File: src/rtl/aes_pkg.sv
// Shared helpers for the Rijndael ShiftRows datapath: legal block widths,
// per-row shift offsets and the byte layout of a packed state vector.
package aes_pkg;

   localparam int unsigned AES_ROWS = 4;

   // Rijndael defines ShiftRows only for 128/192/256-bit blocks.
   function automatic bit nb_legal(input int unsigned nb);
      return (nb == 4) || (nb == 6) || (nb == 8);
   endfunction

   // Row shift amount C_r; the 256-bit block uses 0,1,3,4.
   function automatic int unsigned row_off(input int unsigned nb, input int unsigned r);
      if ((nb == 8) && (r >= 2)) begin
         return r + 1;
      end
      return r;
   endfunction

   // LSB position of byte k (k = r + 4c); byte 0 is the most significant byte.
   function automatic int unsigned byte_lsb(input int unsigned nb, input int unsigned k);
      return 32 * nb - 8 * (k + 1);
   endfunction

endpackage

File: src/rtl/aes_shift_perm.sv
// Combinational ShiftRows / InvShiftRows byte permutation for one state.
module aes_shift_perm
   import aes_pkg::*;
#(
   parameter int unsigned NB = 4
) (
   input  logic [32*NB-1:0] in_state,
   input  logic             inv,
   output logic [32*NB-1:0] out_state
);

   if (!nb_legal(NB)) begin : g_bad_nb
      $error("aes_shift_perm: NB must be 4, 6 or 8");
   end

   // Each output byte (r,c) picks input column (c +/- C_r) mod NB of the same row.
   always_comb begin
      out_state = '0;
      for (int unsigned r = 0; r < AES_ROWS; r++) begin
         for (int unsigned c = 0; c < NB; c++) begin
            out_state[byte_lsb(NB, r + 4 * c) +: 8] =
               in_state[byte_lsb(NB, r + 4 * ((inv ? (c + NB - row_off(NB, r))
                                                   : (c + row_off(NB, r))) % NB)) +: 8];
         end
      end
   end

endmodule

File: src/rtl/aes_shift_rows_pipe.sv
// Elastic valid/ready pipeline around the ShiftRows permutation. The byte
// shuffle happens once in front of stage 0; later stages only move beats.
module aes_shift_rows_pipe
   import aes_pkg::*;
#(
   parameter int unsigned NB          = 4,
   parameter int unsigned PIPE_STAGES = 1,
   parameter int unsigned TAG_W       = 4
) (
   input  logic             clk,
   input  logic             rst_n,
   input  logic             clr,
   input  logic             in_valid,
   output logic             in_ready,
   input  logic             in_inv,
   input  logic [32*NB-1:0] in_state,
   input  logic [TAG_W-1:0] in_tag,
   output logic             out_valid,
   input  logic             out_ready,
   output logic [32*NB-1:0] out_state,
   output logic [TAG_W-1:0] out_tag
);

   localparam int unsigned SW = 32 * NB;

   if (!nb_legal(NB)) begin : g_bad_nb
      $error("aes_shift_rows_pipe: NB must be 4, 6 or 8");
   end
   if ((PIPE_STAGES < 1) || (PIPE_STAGES > 4)) begin : g_bad_stages
      $error("aes_shift_rows_pipe: PIPE_STAGES must be 1..4");
   end
   if (TAG_W < 1) begin : g_bad_tag
      $error("aes_shift_rows_pipe: TAG_W must be at least 1");
   end

   logic [SW-1:0]          perm_state;
   logic [PIPE_STAGES-1:0] valid_vec;
   logic [PIPE_STAGES-1:0] load_vec;

   aes_shift_perm #(.NB(NB)) u_perm (
      .in_state  (in_state),
      .inv       (in_inv),
      .out_state (perm_state)
   );

   // Ready chain unrolled: a stage loads when out_ready is high or any stage
   // from itself to the output holds a bubble. Avoids a combinational
   // self-referencing vector while staying equivalent to !v[j] || load[j+1].
   always_comb begin
      load_vec = '0;
      for (int unsigned j = 0; j < PIPE_STAGES; j++) begin
         load_vec[j] = out_ready;
         for (int unsigned k = j; k < PIPE_STAGES; k++) begin
            if (!valid_vec[k]) begin
               load_vec[j] = 1'b1;
            end
         end
      end
   end

   // A flush discards any offered beat, so the input may look ready then.
   always_comb begin
      in_ready = load_vec[0] || clr;
   end

   for (genvar g = 0; g < PIPE_STAGES; g++) begin : g_stage
      logic             valid_q, valid_d;
      logic [SW-1:0]    state_q, state_d;
      logic [TAG_W-1:0] tag_q, tag_d;
      logic             up_valid;
      logic [SW-1:0]    up_state;
      logic [TAG_W-1:0] up_tag;

      if (g == 0) begin : g_src
         assign up_valid = in_valid;
         assign up_state = perm_state;
         assign up_tag   = in_tag;
      end else begin : g_src
         assign up_valid = g_stage[g-1].valid_q;
         assign up_state = g_stage[g-1].state_q;
         assign up_tag   = g_stage[g-1].tag_q;
      end

      assign valid_vec[g] = valid_q;

      // Take the upstream beat when loading; flush clears only the valid bit.
      always_comb begin
         valid_d = valid_q;
         state_d = state_q;
         tag_d   = tag_q;
         if (load_vec[g]) begin
            valid_d = up_valid;
            if (up_valid) begin
               state_d = up_state;
               tag_d   = up_tag;
            end
         end
         if (clr) begin
            valid_d = 1'b0;
         end
      end

      // Stage register with asynchronous clear of valid, data and tag.
      always_ff @(posedge clk or negedge rst_n) begin
         if (!rst_n) begin
            valid_q <= 1'b0;
            state_q <= '0;
            tag_q   <= '0;
         end else begin
            valid_q <= valid_d;
            state_q <= state_d;
            tag_q   <= tag_d;
         end
      end
   end

   assign out_valid = g_stage[PIPE_STAGES-1].valid_q;
   assign out_state = g_stage[PIPE_STAGES-1].state_q;
   assign out_tag   = g_stage[PIPE_STAGES-1].tag_q;

endmodule

File: config.mk
export PLATFORM = sky130hd
export DESIGN_NAME = aes_shift_rows_pipe
export DESIGN_NICKNAME = d
export VERILOG_FILES = /design/src/rtl/aes_pkg.sv /design/src/rtl/aes_shift_perm.sv /design/src/rtl/aes_shift_rows_pipe.sv
export SDC_FILE = /design/constraint.sdc
export NUM_CORES = 1
export LEC_CHECK = 0
export ABC_CLOCK_PERIOD_IN_PS = 1700
export CAP_MARGIN = 5
export CELL_PAD_IN_SITES_DETAIL_PLACEMENT = 1
export CELL_PAD_IN_SITES_GLOBAL_PLACEMENT = 1
export CORE_MARGIN = 8
export CORE_UTILIZATION = 32
export DETAILED_ROUTE_END_ITERATION = 6
export PLACE_DENSITY = 0.84
export SLEW_MARGIN = 10
export SYNTH_ARGS = -nofsm -noshare
export SYNTH_HDL_FRONTEND = slang
export SYNTH_SLANG_ARGS = --single-unit
File: constraint.sdc
create_clock -name clk -period 1.7 [get_ports clk]
set_input_delay 0.425 -clock clk [delete_from_list [all_inputs] [get_ports clk]]
set_output_delay 0.425 -clock clk [all_outputs]
set_load 0.01 [all_outputs]
# ---- Yosys cells after proc, flatten, opt, wreduce, memory -nomap -nowiden
# Index checks and enable logic that the tools add are counted.
dict set report totals {
  ff_bits 133
  input_bits 138
  out_inout_bits 134
  elab_cells 61
}
dict set report classes {
  add_sub_neg 32
  shift 12
  mux 11
  reduce_logical 3
}
# cell count
set op_table {}
lappend op_table {{128-bit by 33-bit indexed part select with 8-bit output} 12}
lappend op_table {{8-bit by 32-bit subtractor with 32-bit output, first input constant} 8}
lappend op_table {{29-bit by 1-bit adder with 29-bit output, second input constant} 4}
lappend op_table {{8-bit by 9-bit subtractor with 10-bit output, first input constant} 4}
lappend op_table {{5-bit by 1-bit adder with 6-bit output, second input constant} 4}
lappend op_table {{1-bit by 4-bit adder with 5-bit output, first input constant} 4}
lappend op_table {{2-bit by 4-bit adder with 5-bit output, first input constant} 4}
lappend op_table {{4-bit by 1-bit adder with 5-bit output, both inputs constant} 4}
lappend op_table {{2-bit 2-to-1 mux} 8}
lappend op_table {{1-bit 2-to-1 mux} 3}
lappend op_table {{2-bit AND reduction} 1}
lappend op_table {{2-bit nonzero test} 1}
lappend op_table {{1-bit logical OR} 1}

# ---- Longest topological paths before layout
# Gate-level depths: netlist of the first run.
dict set report logic_depth {
  ltp_word 5
  depth_mapped 5
}

# ---- Hierarchy
# Synthesis of the first run repeated with hierarchy kept, for this count alone.
dict set report hier_totals {
  hier_cells 420
  area_unflattened_um2 6530.0
}
# module instances cells_per_inst area_each_um2 seq_area_each_um2
set modules_own_cells {}
lappend modules_own_cells {aes_shift_rows_pipe 1 285 4972.3 3328.2}
lappend modules_own_cells {aes_shift_perm 1 135 1557.7 0.0}

# ---- Worst setup path before layout of the first run
# OpenSTA, ideal clock, no wires.
dict set report synth_path {
  path_type {flip-flop to flip-flop}
  start {register g_stage[0].valid_q, in the netlist out_valid}
  end {register g_stage[0].state_q[16], in the netlist out_state[16]}
  t_arrival_ns 1.280
  slack_ns 0.296
  path_stages_with_launch 6
  n_path_buf 2
  path_cell_list {dfrtp_1 inv_2 o21ai_4 buf_6 buf_6 mux2_2}
}
dict set report synth_via {
  elab_chain_cells 2
}
# item line_no
set synth_lines {}
lappend synth_lines {{start: declaration} aes_shift_rows_pipe.sv:67} ;# logic valid_q, valid_d;
lappend synth_lines {{start signal: assignment} aes_shift_rows_pipe.sv:110} ;# valid_q <= valid_d;
lappend synth_lines {{1-bit 2-to-1 mux} aes_shift_rows_pipe.sv:54} ;# if (!valid_vec[k]) begin
lappend synth_lines {{2-bit AND reduction (no source line)} n/a}
lappend synth_lines {{end signal: assignment} aes_shift_rows_pipe.sv:111} ;# state_q <= state_d;
lappend synth_lines {{end: declaration} aes_shift_rows_pipe.sv:68} ;# logic [SW-1:0] state_q, state_d;
# Every way passes these cells.
# A chain may end at the register's enable or synchronous reset.

# ---- Final worst setup path of the first run
dict set report layout_path {
  start {register g_stage[0].valid_q, in the netlist out_valid}
  end {output port out_valid}
}
# item line_no
set layout_lines {}
lappend layout_lines {{end: declaration} aes_shift_rows_pipe.sv:18} ;# output logic out_valid,
# No word-level cell between the ends.

==> metrics.md, run 1 <==
| Metric | Value |
|---|---|
| Status | `finished with violations` |
| Failing checks | `setup timing` |
| Cell internal pwr | `7.26 mW` |
| Max cap viols | `0` |
| Crit share post-route | `102%` |
| Area contributors post-synth | `dfrtp_1, mux2_2, mux2_1, buf_6, buf_2` |
| Largest net degree at the start of global routing | `53` |
| Clk_lat worst skew | `0.41 ns` |
| # setup viols final | `2` |
| Area grow syn2layout | `61.9%` |
| Share of cells above drive strength 1 | `30.1%` |
| Setup ws final | `-0.0321 ns` |
| Final wirelength | `19,300 µm` |
| Diodes inserted | `0` |
| Final min period | `1.73 ns` |
| NumNets Final | `790` |
| Crit Path Class | `flip-flop to primary output` |
| Wirelength per Cell | `21.6 µm` |
| Leading area contributor after synthesis | `dfrtp_1` |
| Crit Path Max Fanout | `2` |
| Die width | `150 µm` |
| Crit-path slowest cell | `dfrtp_1` |
| Netlist cell types | `11` |
| VDD IR max | `0.659 mV` |
| Number of buffers and inverters on the critical path | `4` |
| Crit-path most repeated cell | `buf_4` |
| Initial DRC count | `115` |
| IO Count | `272` |
| Area of the core | `17,800 µm²` |
| DPL Wire Length | `15,100 µm` |
| Post-Syn Instances | `356` |
| Total number of vias | `4,169` |
| Number of buffers added on ports | `271` |
| 1st-pass router iterations | `4` |
| Die area | `22,600 µm²` |
| Crit path max-delay family | `buffers and inverters` |
| Yosys warns | `0` |
| Reg clk slew, reported paths | `0.06 ns` |
| Max Fclk | `577 MHz` |
| Overall Global Routing Usage | `17.3%` |
| RSZ-0062 raised after global routing | `yes` |
| CP endpoint kind | `primary output` |
| CTS sink count | `133` |
| Worst Max-Slew Pin Slew | `0.319 ns` |
| Max Clock Skew | `0.00892 ns` |
| Fill count | `1,836` |
| First-pass GRT wire length | `29,600 µm` |
| Max Slew Vio Count | `0` |
| Pwr dens | `1040 nW/µm²` |
| Hold_ws | `0.212 ns` |
| Root Buffer | `clkbuf_16` |
| Crit path launch type | `flip-flop` |
| Switching pwr | `2.48 mW` |
| Worst slew margin | `78.7%` |
| Switching Fraction | `25.5%` |
| Core Rows | `49` |
| Clk buf depth | `2` |
| Clk network pwr share | `39.1%` |
| Data arrival, critical path | `1.31 ns` |
| Crit-path max cell delay | `0.40 ns` |
| CTS tree | `done` |
| Remaining DRCs | `0` |
| H-tree depth | `4` |
| CTS Buf Count | `17` |
| Crit path cell chain | `buf_4 -> buf_4 -> buf_4 -> buf_6` |
| Worst hold path type | `input pin to flip-flop` |
| Post-Syn Area | `5780 µm²` |
| DRT antenna net count | `0` |
| Top cell type's share of synthesized area | `57.6%` |
| CP required | `1.27 ns` |
| Final core utilization | `52.4%` |
| Vias in the first global route | `5,071` |
| Initial Utilization | `32.4%` |
| Antenna violations before repair | `0` |
| GP Congestion | `0.769` |
| Gate power share | `21.7%` |
| Syn nets | `494` |
| Synthesized area per cell | `16.2 µm²` |
| Sequential area share after synthesis | `57.6%` |
| Overflow after GRT | `0` |
| Routed vias/inst | `4.67` |
| Die H | `150 µm` |
| Yosys reg bits | `133` |
| Seq pwr share | `39.3%` |
| Final hold violation count | `0` |
| Leakage | `4.09 nW` |
power groups by stage:
stage / combinational [mW] / sequential [mW] / clock, mW
after floorplan: 0.655 / 4.07 / 0
after global placement: 2.36 / 3.86 / 0
after detailed placement: 2.45 / 3.90 / 0
after CTS: 2.16 / 3.83 / 3.92
after global routing: 2.27 / 3.88 / 4.03
final: 2.11 / 3.83 / 3.81
state kept, by name, indices dropped and copies added (netlist names):
signal,flops
out_state,128
out_tag,4
out_valid,1
per-stage QoR:
| stage | cell area [µm²] | worst slack (ns) | cells | power [mW] | TNS, ns |
|---|---|---|---|---|---|
| floorplan | 5780 | 0.296 | 356 | 4.73 | 0 |
| global placement | 8880 | -0.422 | 859 | 6.21 | -34.23 |
| detailed placement | 8880 | -0.429 | 859 | 6.35 | -39.86 |
| CTS | 9340 | -0.0940 | 892 | 9.91 | -0.0940 |
| global route | 9360 | -0.0877 | 893 | 10.2 | -0.171 |
| finish | 9360 | -0.0321 | 893 | 9.75 | -0.0533 |
cells in the final DEF (no fill, tap or decap):
cell type	count
o21ai_4	1
bufinv_16	3
buf_6	1
mux2_2	139
a21oi_1	1
dlygate4sd3_1	1
clkbuf_16	17
buf_4	16
clkdlybuf4s50_1	133
dfrtp_1	133
inv_2	1
clkinv_2	2
clkbuf_8	4
clkinvlp_4	3
or3_1	1
inv_1	1
dlymetal6s2s_1	2
clkbuf_1	2
dlygate4sd2_1	132
mux2_1	57
buf_12	11
nor2_1	1
buf_2	2
layer usage:
layer	vias up	track usage, %	wire length [µm]
met1	2090	17.6	6850
li1	1866	-	-
met3	33	7.30	1800
met4	0	7.75	569
met2	180	30.3	10000
met5	-	0	0
cells in the mapped netlist:
master / n
a21oi_1: 1
buf_2: 5
buf_6: 16
dfrtp_1: 133
inv_1: 1
inv_2: 1
mux2_1: 57
mux2_2: 139
nor2_1: 1
o21ai_4: 1
or3_1: 1
worst paths after layout:
path	start	endpoint	slack [ns]	depth (start not counted)
worst max-delay path	out_valid$_DFFE_PN0P_	out_valid	-0.03	4
worst min-delay path	clr	out_valid$_DFFE_PN0P_	0.21	2
worst max register to register	out_valid$_DFFE_PN0P_	out_state[124]$_DFFE_PN0P_	0.09	6
worst min register to register	out_state[62]$_DFFE_PN0P_	out_state[62]$_DFFE_PN0P_	0.48	1
max in group asynchronous	rst_n	out_state[125]$_DFFE_PN0P_	0.66	3
min in group asynchronous	rst_n	out_state[74]$_DFFE_PN0P_	0.44	2
cells by family after synthesis:
| kind of cell | Yosys count | share of synthesized area (%) |
|---|---|---|
| muxes | 196 | 38.2 |
| and+or+nand+nor | 2 | 0.173 |
| buffers and inverters | 23 | 3.68 |
| DFF | 133 | 57.6 |
| AOI/OAI and AO/OA | 2 | 0.368 |
layout make-up:
class	instances	area [µm²]	share of cell area [%]
Clock buffer	23	488	5.22
Clock inverter	8	123	1.31
Inverter	2	7.51	0.0802
Multi-Input combinational cell	200	2240	23.9
Sequential cell	133	3330	35.6
Tap cell	229	287	3.06
Timing Repair Buffer	298	2880	30.8
repair_timing:
item                       CTS  global route
gates resized for setup    140             4
hold endpoints to repair    13             0
setup endpoints to repair  134             1
pin swaps                    0             1
buffers inserted             1             1
hold buffers                 1             0
No activity file was read; power rests on OpenSTA's default activity.
==> inputs of run 2 (changes only) <==
- CTS_CLUSTER_DIAMETER: not set -> 150
- CTS_CLUSTER_SIZE: not set -> 20
- GPL_TIMING_DRIVEN: not set -> 0
==> metrics.md, run 2 (synthesis results as in run 1) <==
| Metric | Value |
|---|---|
| # setup viols final | `1 (-1)` |
| Leakage | `4.07 nW (-0.58%)` |
| VDD IR max | `0.626 mV (-5.1%)` |
| Clk buf depth | `2 (unchanged)` |
| Crit Path Class | `flip-flop to primary output` |
| Hold_ws | `0.256 ns (+0.0432 ns)` |
| RSZ-0062 raised after global routing | `yes` |
| Share of cells above drive strength 1 | `29.9% (-0.21 points)` |
| Register area | `3330 µm² (unchanged)` |
| IO Count | `272 (unchanged)` |
| CP endpoint kind | `primary output` |
| NumNets Final | `787 (-0.38%)` |
| Overall Global Routing Usage | `17.1% (-0.21 points)` |
| Crit share post-route | `101% (-1.1 points)` |
| Die area | `22,600 µm² (unchanged)` |
| Antenna violations before repair | `0 (unchanged)` |
| Final core utilization | `52.2% (-0.21 points)` |
| Total number of vias | `4,166 (-0.072%)` |
| GP Congestion | `0.727 (-5.4%)` |
| Most frequent cells in the layout | `mux2_2, clkdlybuf4s50_1, dlygate4sd2_1, dfrtp_1, mux2_1` |
| Largest register FFs | `128 (unchanged)` |
| Area of the core | `17,800 µm² (unchanged)` |
| Die H | `150 µm (unchanged)` |
| First-pass GRT wire length | `29,000 µm (-2.1%)` |
| Final min period | `1.71 ns (-0.0187 ns)` |
| Commonest non-fill, non-tap cell in the layout | `mux2_2` |
| DPL Wire Length | `14,900 µm (-0.99%)` |
| Crit path launch type | `flip-flop` |
| Overflow after GRT | `0 (unchanged)` |
| Area grow syn2layout | `61.2%` |
| Largest net degree at the start of global routing | `79 (+49%)` |
| Max Clock Skew | `0.00790 ns (-0.00102 ns)` |
| CTS sink count | `133 (unchanged)` |
| Number of buffers added on ports | `270 (-0.37%)` |
| Initial Utilization | `32.4% (unchanged)` |
| Core Rows | `49 (unchanged)` |
| Max Fclk | `584 MHz (+1.1%)` |
| Root Buffer | `clkbuf_16` |
| Setup ws final | `-0.0134 ns (+0.0187 ns)` |
| Max Slew Vio Count | `0 (unchanged)` |
| Remaining DRCs | `0 (unchanged)` |
| Clk_lat worst skew | `0.41 ns (about the same)` |
| Final wirelength | `18,900 µm (-1.9%)` |
| Initial DRC count | `79 (-31%)` |
| DRT antenna net count | `0 (unchanged)` |
| Fill count | `1,800 (-2.0%)` |
| Pwr dens | `1060 nW/µm² (+1.3%)` |
| Data arrival, critical path | `1.29 ns (-0.02 ns)` |
| Failing checks | `setup timing` |
| CTS Buf Count | `17 (unchanged)` |
| CP required | `1.27 ns (about the same)` |
| Worst Max-Slew Pin Slew | `0.553 ns (+0.234 ns)` |
| Max cap viols | `0 (unchanged)` |
| Worst slew margin | `63.1% (-16 points)` |
| Die width | `150 µm (unchanged)` |
| Worst hold path type | `input pin to flip-flop` |
| Crit Path Max Fanout | `2 (unchanged)` |
| 1st-pass router iterations | `4 (unchanged)` |
| Area occupied by multi-input gates | `2240 µm² (unchanged)` |
| Vias in the first global route | `4,989 (-1.6%)` |
| Diodes inserted | `0 (unchanged)` |
| Wirelength per Cell | `21.2 µm (-1.6%)` |
| H-tree depth | `4 (unchanged)` |
| CTS tree | `done` |
| Final hold violation count | `0 (unchanged)` |
| Dpl ws | `-0.503 ns (-0.0742 ns)` |
| Routed vias/inst | `4.68 (+0.15%)` |
| Status | `finished with violations` |
| Reg clk slew, reported paths | `0.06 ns (about the same)` |
run 2: changes by cell type in the layout (fill, tap and decap cells not counted), moves of 2 or more:
cell,change
buf_12,-10
buf_8,+6
buf_6,+9
clkinv_4,+2
buf_4,-14
buf_2,+4
clkbuf_8,-2
run 2: critical path, stage by stage, from the launching register on:
cell     delay, ns
dfrtp_1       0.37
inv_2         0.05
or3_1         0.31
buf_2         0.15
run 2: layout make-up:
cell class	count	share of cell area, %
Inverter	2	0.0806
Clock buffer	20	4.90
Timing Repair Buffer	274	27.8
Sequential cell	133	35.7
Clock inverter	12	1.89
Buffer	21	2.54
Multi-Input combinational cell	200	24.0
Tap cell	229	3.08
run 2: final timing paths:
kind | startpoint | endpoint | slack (ns) | depth (start not counted)
max | out_valid$_DFFE_PN0P_ | in_ready | -0.01 | 3
min | clr | out_valid$_DFFE_PN0P_ | 0.26 | 2
max reg2reg | out_valid$_DFFE_PN0P_ | out_state[76]$_DFFE_PN0P_ | 0.08 | 6
min reg2reg | out_state[121]$_DFFE_PN0P_ | out_state[121]$_DFFE_PN0P_ | 0.49 | 1
max in group asynchronous | rst_n | out_state[37]$_DFFE_PN0P_ | 0.39 | 3
min in group asynchronous | rst_n | out_state[75]$_DFFE_PN0P_ | 0.53 | 2
run 2: metrics by stage:
step | cell area, µm² | setup TNS [ns] | power [mW] | cells
global placement | 8770 | -698.65 | 6.19 | 855
CTS | 9280 | -0.117 | 10.0 | 890
global route | 9320 | -0.0717 | 10.3 | 891
finish | 9320 | -0.0134 | 9.84 | 891
detailed placement | 8800 | -42.41 | 6.31 | 856
floorplan | 5780 | 0 | 4.73 | 356
run 2: what timing repair did:
item | in CTS | in global routing
hold buffers | 1 | 0
buffers inserted | 1 | 1
setup endpoints to repair | 134 | 2
hold endpoints to repair | 53 | 0
pin swaps | 0 | 2
gates resized for setup | 138 | 10
run 2: routing by layer:
metal	global-route usage [%]	share of wire [%]	vias up
met3	7.72	10	26
li1	-	-	1870
met2	29.6	51	178
met1	17.6	36	2092
met5	0	0	-
met4	7.00	2.3	0
run 2: report_power, final:
part           internal, mW  total [mW]  switching, mW  leakage (nW)
Sequential             3.60        3.81          0.208          1.56
Combinational          1.19        2.08          0.890          2.20
Clock                  2.54        3.95           1.41         0.306
Total                  7.32        9.84           2.51          4.07
==> inputs of run 3 (changes only) <==
- CORE_MARGIN: 8 -> not set
- SKIP_LAST_GASP: not set -> 1
==> metrics.md, run 3 (synthesis results as in run 1) <==
| Metric | Value |
|---|---|
| Area of the core | `17,500 µm² (-2.0%)` |
| Routed vias/inst | `4.71 (+0.72%)` |
| GP Congestion | `0.774 (+6.5%)` |
| Worst slew margin | `49.5% (-14 points)` |
| VDD IR max | `0.644 mV (+2.9%)` |
| Clk_lat worst skew | `0.41 ns (about the same)` |
| Largest net degree at the start of global routing | `80 (+1.3%)` |
| Register area | `3330 µm² (unchanged)` |
| Die width | `136 µm (-9.3%)` |
| Fill count | `1,762 (-2.1%)` |
| Overall Global Routing Usage | `19.6% (+2.5 points)` |
| CP endpoint kind | `primary output` |
| H-tree depth | `4 (unchanged)` |
| Diodes inserted | `0 (unchanged)` |
| Worst Max-Slew Pin Slew | `0.758 ns (+0.204 ns)` |
| Share of cells above drive strength 1 | `29.7% (-0.17 points)` |
| Non-Filler Instances | `884 (-0.79%)` |
| CP required | `1.27 ns (about the same)` |
| Crit-path max cell delay | `0.36 ns (about the same)` |
| 1st-pass router iterations | `4 (unchanged)` |
| Worst hold path type | `input pin to async pin` |
| # setup viols final | `0 (-1)` |
| IO Count | `272 (unchanged)` |
| Vias in the first global route | `4,808 (-3.6%)` |
| Total number of vias | `4,163 (-0.072%)` |
| Clk buf depth | `2 (unchanged)` |
| Crit path cell chain | `inv_2 -> or3_1 -> buf_2` |
| Tot Pwr | `9.74 mW (-0.97%)` |
| Max Fclk | `596 MHz (+2.1%)` |
| Die H | `136 µm (-9.3%)` |
| Most frequent cells in the layout | `mux2_2, dlygate4sd2_1, clkdlybuf4s50_1, dfrtp_1, mux2_1` |
| Post-Place Cells | `852 (-0.47%)` |
| Number of buffers added on ports | `270 (unchanged)` |
| Status | `completed` |
| Antenna violations before repair | `0 (unchanged)` |
| Fin Setup TNS | `0 ns (+0.0134 ns)` |
| Max cap viols | `0 (unchanged)` |
| CTS tree | `done` |
| Reg-to-reg slack, setup | `0.05 ns (-0.03 ns)` |
| Largest register FFs | `128 (unchanged)` |
| DPL Wire Length | `13,500 µm (-9.6%)` |
| Initial DRC count | `63 (-20%)` |
| CTS sink count | `133 (unchanged)` |
| Max Clock Skew | `0.00484 ns (-0.00306 ns)` |
| Initial Utilization | `33.1% (+0.67 points)` |
| Crit Path Class | `flip-flop to primary output` |
| Area occupied by multi-input gates | `2240 µm² (unchanged)` |
| Final min period | `1.68 ns (-0.0351 ns)` |
| Root Buffer | `clkbuf_16` |
| Commonest non-fill, non-tap cell in the layout | `mux2_2` |
| RSZ-0062 raised after global routing | `yes` |
| Final hold violation count | `0 (unchanged)` |
| First-pass GRT wire length | `26,800 µm (-7.5%)` |
| Crit path launch type | `flip-flop` |
| Core Rows | `48 (-2.0%)` |
| CTS Buf Count | `17 (unchanged)` |
| Max Slew Vio Count | `0 (unchanged)` |
| Area grow syn2layout | `60.3%` |
| Leakage | `4.05 nW (-0.35%)` |
| Wirelength per Cell | `19.8 µm (-6.5%)` |
| Hold Buf Count CTS | `0 (-1)` |
| Data arrival, critical path | `1.25 ns (-0.04 ns)` |
| Final wirelength | `17,500 µm (-7.2%)` |
| NumNets Final | `786 (-0.13%)` |
| Crit-path slowest cell | `dfrtp_1` |
| Remaining DRCs | `0 (unchanged)` |
| Crit share post-route | `98.7% (-2.1 points)` |
| Crit Path Max Fanout | `2 (unchanged)` |
| Overflow after GRT | `0 (unchanged)` |
| Pwr dens | `1050 nW/µm² (-0.38%)` |
| Die area | `18,600 µm² (-18%)` |
| Reg clk slew, reported paths | `0.06 ns (about the same)` |
| DRT antenna net count | `0 (unchanged)` |
[run 3: repair_timing]
action / 4_1_cts / 5_1_grt
buffers inserted: 1 / 1
pin swaps: 0 / 2
endpoints found under the setup margin: 135 / 1
gates resized for setup: 138 / 2
[run 3: critical path, delay by kind of cell, from the launching register on]
family	cells	cell delay, ns
flip-flops	1	0.36
AND/OR/NAND/NOR	1	0.30
buffers and inverters	2	0.19
[run 3: metal layers]
layer / up-vias / share of wire, % / global-route usage (%)
met3: 26 / 9.2 / 8.13
met2: 191 / 53 / 36.2
met4: 0 / 1.8 / 6.67
met1: 2087 / 35 / 19.6
met5: - / 0 / 0
li1: 1859 / - / -
[run 3: area by class of cell]
type                    count  share of cell area, %
repair buffers            273                   27.8
flip-flops and latches    133                   35.9
plain buffers              21                   2.26
well taps                 225                   3.04
clock inverters             9                   1.63
inverters                   2                 0.0810
multi-input cells         200                   24.2
clock buffers              21                   5.08
[run 3: final timing paths]
kind	startpoint	endpoint	depth (start not counted)
min in group clk	clr	out_valid$_DFFE_PN0P_	2
max in group asynchronous	rst_n	out_state[2]$_DFFE_PN0P_	2
worst min-delay path	rst_n	out_state[123]$_DFFE_PN0P_	1
worst max register to register	out_valid$_DFFE_PN0P_	out_state[84]$_DFFE_PN0P_	6
worst min register to register	out_state[9]$_DFFE_PN0P_	out_state[9]$_DFFE_PN0P_	1
worst max-delay path	out_valid$_DFFE_PN0P_	in_ready	3
[run 3: through the flow]
| stage | setup slack (ns) | area [µm²] | hold slack (ns) | utilization [%] |
|---|---|---|---|---|
| detailed placement | -0.487 | 8790 | 0.480 | 50.3 |
| floorplan | 0.296 | 5780 | 0.129 | - |
| global placement | -4.93 | 8760 | 0.472 | 50.1 |
| CTS | -0.0842 | 9250 | 0.0855 | 52.9 |
| finish | 0.0217 | 9260 | 0.0636 | 53.0 |
| global route | -0.0247 | 9260 | 0.114 | 53.0 |
[run 3: report_power, final]
part | internal (mW) | switching (mW) | leakage (nW) | total [mW]
logic | 1.17 | 0.861 | 2.19 | 2.04
registers | 3.60 | 0.216 | 1.56 | 3.82
clock network | 2.55 | 1.34 | 0.305 | 3.88
total | 7.33 | 2.41 | 4.05 | 9.74
